==> config.mk <==
export PLATFORM = sky130hd
export DESIGN_NAME = mmio_uart_tx
export DESIGN_NICKNAME = d
export VERILOG_FILES = /design/src/rtl/mmio_uart_tx.sv
export SDC_FILE = /design/constraint.sdc
export NUM_CORES = 1
export LEC_CHECK = 0
export BUFFER_PORTS_ARGS = -buffer_cell sky130_fd_sc_hd__buf_2
export CAP_MARGIN = 0
export CORE_AREA = 3 3 120 122
export CTS_CLUSTER_DIAMETER = 80
export DETAILED_ROUTE_END_ITERATION = 8
export DIE_AREA = 0 0 123 125
export GPL_TIMING_DRIVEN = 0
export PLACE_DENSITY_LB_ADDON = 0.3
export SLEW_MARGIN = 30
export SYNTH_ARGS = -nofsm -noshare
export SYNTH_HDL_FRONTEND = slang
export SYNTH_SLANG_ARGS = --single-unit
==> constraint.sdc <==
create_clock -name clk -period 3.4 [get_ports clk]
set_clock_uncertainty 0.05 [all_clocks]
set_input_delay 0.68 -clock clk [delete_from_list [all_inputs] [get_ports clk]]
set_output_delay 0.68 -clock clk [all_outputs]
set_load 0.05 [all_outputs]
==> src/rtl/mmio_uart_tx.sv <==
// Memory-mapped 8N1 UART transmitter: snoops CPU stores into a byte FIFO, serialises them on tx.
// Optional even-parity bit between data and stop: define UART_TX_PARITY_EN.
module mmio_uart_tx #(
    parameter logic [31:0] BASE_ADDR    = 32'h0000_0100,
    parameter int          CLKS_PER_BIT = 104,
    parameter int          FIFO_DEPTH   = 8
) (
    input  logic        clk,
    input  logic        reset,
    input  logic        MemWrite,
    input  logic [31:0] DataAdr,
    input  logic [31:0] WriteData,
    output logic [31:0] ReadData,
    output logic        rd_hit,
    output logic        tx,
    output logic        busy
);

    localparam int          PW       = (FIFO_DEPTH > 1) ? $clog2(FIFO_DEPTH) : 1;
    localparam int          CW       = 7;
    localparam logic [CW-1:0] DEPTH_C = CW'(FIFO_DEPTH);
    localparam logic [15:0] BAUD_MAX = 16'(CLKS_PER_BIT - 1);

`ifdef UART_TX_PARITY_EN
    typedef enum logic [2:0] {IDLE, START, DATA, PARITY, STOP} state_t;
    localparam logic PAR_FLAG = 1'b1;
`else
    typedef enum logic [1:0] {IDLE, START, DATA, STOP} state_t;
    localparam logic PAR_FLAG = 1'b0;
`endif

    logic [7:0]    mem_q [FIFO_DEPTH];
    logic [PW-1:0] wr_ptr_q, rd_ptr_q;
    logic [CW-1:0] count_q;
    logic          ovf_q;

    state_t        state_q;
    logic [15:0]   baud_q;
    logic [2:0]    idx_q;
    logic [7:0]    shift_q;
    logic          tx_q;
    logic          par_q;

    logic full, empty, push_req, stat_wr, pop, push_ok, baud_done;
    logic unused_wdata;

    assign full      = (count_q == DEPTH_C);
    assign empty     = (count_q == '0);
    assign push_req  = MemWrite && (DataAdr == BASE_ADDR);
    assign stat_wr   = MemWrite && (DataAdr == BASE_ADDR + 32'd4);
    // Pop decision uses the registered count, so a push never bypasses an empty FIFO.
    assign pop       = (state_q == IDLE) && !empty;
    assign push_ok   = push_req && (!full || pop);
    assign baud_done = (baud_q == '0);
    assign unused_wdata = ^WriteData[31:8];

    always_ff @(posedge clk) begin
        if (push_ok) begin
            mem_q[wr_ptr_q] <= WriteData[7:0];
        end
    end

    always_ff @(posedge clk or posedge reset) begin
        if (reset) begin
            wr_ptr_q <= '0;
            rd_ptr_q <= '0;
            count_q  <= '0;
            ovf_q    <= 1'b0;
        end else begin
            if (push_ok) wr_ptr_q <= wr_ptr_q + 1'b1;
            if (pop)     rd_ptr_q <= rd_ptr_q + 1'b1;
            case ({push_ok, pop})
                2'b10:   count_q <= count_q + 1'b1;
                2'b01:   count_q <= count_q - 1'b1;
                default: count_q <= count_q;
            endcase
            if (push_req && full && !pop) begin
                ovf_q <= 1'b1;
            end else if (stat_wr && WriteData[2]) begin
                ovf_q <= 1'b0;
            end
        end
    end

    always_ff @(posedge clk or posedge reset) begin
        if (reset) begin
            state_q <= IDLE;
            baud_q  <= '0;
            idx_q   <= '0;
            shift_q <= '0;
            tx_q    <= 1'b1;
            par_q   <= 1'b0;
        end else begin
            case (state_q)
                IDLE: begin
                    tx_q <= 1'b1;
                    if (pop) begin
                        shift_q <= mem_q[rd_ptr_q];
                        par_q   <= ^mem_q[rd_ptr_q];
                        baud_q  <= BAUD_MAX;
                        tx_q    <= 1'b0;
                        state_q <= START;
                    end
                end
                START: begin
                    if (baud_done) begin
                        baud_q  <= BAUD_MAX;
                        idx_q   <= '0;
                        tx_q    <= shift_q[0];
                        state_q <= DATA;
                    end else begin
                        baud_q <= baud_q - 1'b1;
                    end
                end
                DATA: begin
                    if (baud_done) begin
                        baud_q <= BAUD_MAX;
                        if (idx_q == 3'd7) begin
`ifdef UART_TX_PARITY_EN
                            tx_q    <= par_q;
                            state_q <= PARITY;
`else
                            tx_q    <= 1'b1;
                            state_q <= STOP;
`endif
                        end else begin
                            shift_q <= {1'b0, shift_q[7:1]};
                            idx_q   <= idx_q + 1'b1;
                            tx_q    <= shift_q[1];
                        end
                    end else begin
                        baud_q <= baud_q - 1'b1;
                    end
                end
`ifdef UART_TX_PARITY_EN
                PARITY: begin
                    if (baud_done) begin
                        baud_q  <= BAUD_MAX;
                        tx_q    <= 1'b1;
                        state_q <= STOP;
                    end else begin
                        baud_q <= baud_q - 1'b1;
                    end
                end
`endif
                STOP: begin
                    if (baud_done) begin
                        state_q <= IDLE;
                    end else begin
                        baud_q <= baud_q - 1'b1;
                    end
                end
                default: begin
                    state_q <= IDLE;
                    tx_q    <= 1'b1;
                end
            endcase
        end
    end

    assign tx       = tx_q;
    assign busy     = (state_q != IDLE) || !empty;
    assign rd_hit   = (DataAdr == BASE_ADDR + 32'd4);
    assign ReadData = rd_hit ? {PAR_FLAG, 20'b0, count_q, (state_q != IDLE), ovf_q, empty, full}
                             : 32'b0;

endmodule

==> flow_metrics.env <==
export IMPL_rsz0062_at_grt="false"
export IMPL_met1_usage_pct=19.1
export IMPL_vdd_drop_max_v=0.000334
export IMPL_async_reset_ff_share_pct=40.7
export IMPL_cts_max_level=3
export IMPL_insertion_delay_ns=0.35
export IMPL_status="finished, final reports clean"
export IMPL_placed_area_um2=5980
export IMPL_hp_class="in -> async"
export IMPL_dp_cells=663
export IMPL_fillers=1179
export IMPL_antenna_cells=0
export IMPL_portBuffers=56
export IMPL_drive_gt1_share_pct=30.2
export IMPL_std_cell_rows=42
export IMPL_crit_required_ns=3.62
export IMPL_fin_tns_setup_ns=0
export IMPL_min_period_ns=3.20
export IMPL_finalSetupViolCount=0
export IMPL_crit_slowest_cell="nor4b_1"
export IMPL_synth_seq_cells=108
export IMPL_met3_usage_pct=3.25
export IMPL_synth_top_flop_cell="edfxtp_1"
export IMPL_die_w_um=123
export IMPL_timing_rr_start="count_q[0]"
export IMPL_dieArea_um2=15400
export IMPL_leakage_nw=2.58
export IMPL_final_util_pct=47.4
export IMPL_seq_area_frac_synth_pct=56.5
export IMPL_floorplan_initialDensity_pct=40.3
export IMPL_crit_arrival_ns=3.42
export IMPL_r2r_cells=12
export IMPL_synth_cell_type_count=57
export IMPL_synthCells=409
export IMPL_clock_sinks=108
export IMPL_overflow=0
export IMPL_hold_viol=0
export IMPL_avgSynthCellArea_um2=13.1
export IMPL_post_drt_via_cell_ratio=5.05
export IMPL_setup_worst_path_start="DataAdr[9]"
export IMPL_core_area_um2=13300
export IMPL_period_share_pct=94.0
export IMPL_worstPathCellList="buf_2 -> nor4b_1 -> nand4_1 -> nor2_2 -> a21o_1 -> inv_1 -> ha_1 -> nor2b_1 -> nor3_1 -> o21bai_1 -> a21oi_1 -> mux2i_1 -> xor2_1"
export IMPL_powerDensity_nw_per_um2=400
export IMPL_grt_pass1_vias=3374
export IMPL_wl_um=10600
export IMPL_end_kind="register"
export IMPL_drv_cap=0
export IMPL_synth_edf_count=64
export IMPL_grt_use_total_pct=14.6
export IMPL_grtUsageMet2_pct=23.6
export IMPL_finalPower_mw=2.52
export IMPL_r2r_slack_ns=0.24
export IMPL_syn2layout_area_growth_pct=17.8
export IMPL_max_freq_mhz=313
export IMPL_die_height_um=125
export IMPL_slowest_delay_ns=0.36
export IMPL_crit_fanout=6
export IMPL_avgRoutedWirePerCell_um=15.6
export IMPL_start_kind="input port"
export IMPL_drt_first_pass_iters=4
export IMPL_nets=582
export IMPL_drv_slew=0
export IMPL_yosys_warnings=0
export IMPL_dp_hpwl_um=7490
export IMPL_antenna_found_initial=0
export IMPL_io_pins=102
export IMPL_grt_pass1_wl_um=17400
export IMPL_finalNonFillerCells=680
export IMPL_clockBufferDepth=2
export IMPL_root_buffer="clkbuf_16"
export IMPL_critPathKind="in -> reg"
export IMPL_final_area_um2=6300
export IMPL_route_vias_total=3433
export IMPL_grt_busiest_layer="met2"
export IMPL_relSlewSlack_pct=36.9
export IMPL_routabilityCongestion=0.738
export IMPL_ant_nets=0
export IMPL_cts_buffers_inserted=9
export IMPL_clk_pin_slew_ns=0.07
export IMPL_tightestPinTransition_ns=0.943
export IMPL_holdBufCountCts=0
export IMPL_drt_initial_drc_count=138
export IMPL_synthesis_area_um2=5350
export IMPL_drc=0
export IMPL_grt_max_degree=24
export IMPL_cts_tree="done"
-- cells in the final DEF (no fill, tap or decap), types with 3 or more instances in the layout --
cell type / synthesis / final
edfxtp_1: 64 / 64
buf_2: 3 / 59
dfrtp_1: 43 / 43
nor2_1: 29 / 28
nand2_1: 26 / 26
o21ai_0: 26 / 26
buf_4: 22 / 24
conb_1: 1 / 21
xnor2_1: 17 / 17
mux4_2: 16 / 16
ha_1: 15 / 15
inv_1: 13 / 12
mux2i_1: 10 / 10
nor4_1: 11 / 10
nor3_1: 11 / 9
a21oi_1: 9 / 9
and3_1: 9 / 9
clkbuf_16: 0 / 9
mux2_4: 8 / 8
nor4b_1: 6 / 6
mux2_2: 6 / 6
clkbuf_1: 6 / 5
nand2b_1: 4 / 4
nand3_1: 4 / 4
and2_1: 3 / 3
a21o_1: 3 / 3
xor2_1: 3 / 3
nor3b_1: 4 / 3
inv_6: 0 / 3
-- where the power goes --
group / total [mW] / switching, mW / internal (mW)
combinational: 0.121 / 0.0823 / 0.0390
clock: 1.01 / 0.498 / 0.514
sequential: 1.39 / 0.00000000162 / 1.39
total: 2.52 / 0.581 / 1.94
-- stage by stage --
stage	hold slack (ns)	setup WS, ns
after floorplan	0.399	-0.0585
after global placement	0.434	-0.0877
after detailed placement	0.423	-0.110
after CTS	0.314	0.0810
after global routing	0.339	0.0380
final	0.301	0.203
-- final timing paths --
path	to
min in group clk	ovf_q
max	count_q[6]
min	baud_q[0]
max in group asynchronous	tx
max reg2reg	count_q[6]
min reg2reg	ovf_q
-- synthesized netlist by cell type (4+ instances only) --
cell | instances | area, um2
nor4_1 | 11 | 68.8
inv_1 | 13 | 48.8
nor4b_1 | 6 | 52.6
mux4_2 | 16 | 360
clkbuf_1 | 6 | 22.5
nor3b_1 | 4 | 30.0
nand2_1 | 26 | 97.6
nor2b_1 | 4 | 25.0
nor3_1 | 11 | 55.1
mux2i_1 | 10 | 100
xnor2_1 | 17 | 149
nand2b_1 | 4 | 25.0
dfrtp_1 | 43 | 1080
mux2_4 | 8 | 120
nand3_1 | 4 | 20.0
nor2_1 | 29 | 109
buf_4 | 22 | 165
mux2_2 | 6 | 67.6
and3_1 | 9 | 56.3
ha_1 | 15 | 188
a21oi_1 | 9 | 45.0
edfxtp_1 | 64 | 1920
o21ai_0 | 26 | 130
-- critical path: cells and delay by family --
family | cells | cell delay (ns)
compound gates | 3 | 0.56
xor+xnor | 1 | 0.16
fa+ha+maj | 1 | 0.35
buf+inv | 2 | 0.26
mux | 1 | 0.24
simple gates | 5 | 1.17
-- final cells by class --
class	instances	area [um2]	area share (%)
multi-input cells	274	2170	34.5
inverters	13	48.8	0.774
clock buffers	9	225	3.57
repair buffers	59	323	5.12
clock inverters	7	61.3	0.973
flip-flops and latches	108	3020	48.0
well taps	176	220	3.49
plain buffers	34	228	3.61
-- metal layers --
| layer | share of wire [%] | wire length (um) |
|---|---|---|
| met3 | 4.7 | 496 |
| met1 | 44 | 4670 |
| met4 | 1.3 | 141 |
| met2 | 50 | 5280 |
| met5 | 0 | 0 |
-- what timing repair did --
item	CTS	global route
resized for setup	0	5
buffers inserted	0	1
setup endpoints to repair	0	5
-- registers in the layout, summed over array words and instances (netlist names) --
register and flops:
count_q 7, rd_ptr_q 3, idx_q 3, wr_ptr_q 3
mem_q 64, baud_q 16, ovf_q 1, shift_q 8
tx 1, state_q 2
-- cells by family (layout without fill, tap and decap cells) --
| group | count (synthesis) | after routing | share of synthesized area [%] |
|---|---|---|---|
| mux | 40 | 40 | 12.1 |
| xor+xnor | 20 | 20 | 3.27 |
| compound gates | 52 | 52 | 6.29 |
| other cells | 1 | 21 | 0.0701 |
| buf+inv | 47 | 122 | 5.14 |
| flops | 108 | 108 | 56.5 |
| simple gates | 125 | 125 | 12.7 |
| fa+ha+maj | 16 | 16 | 3.88 |
Note: power is estimated with default switching activity, not from simulation.
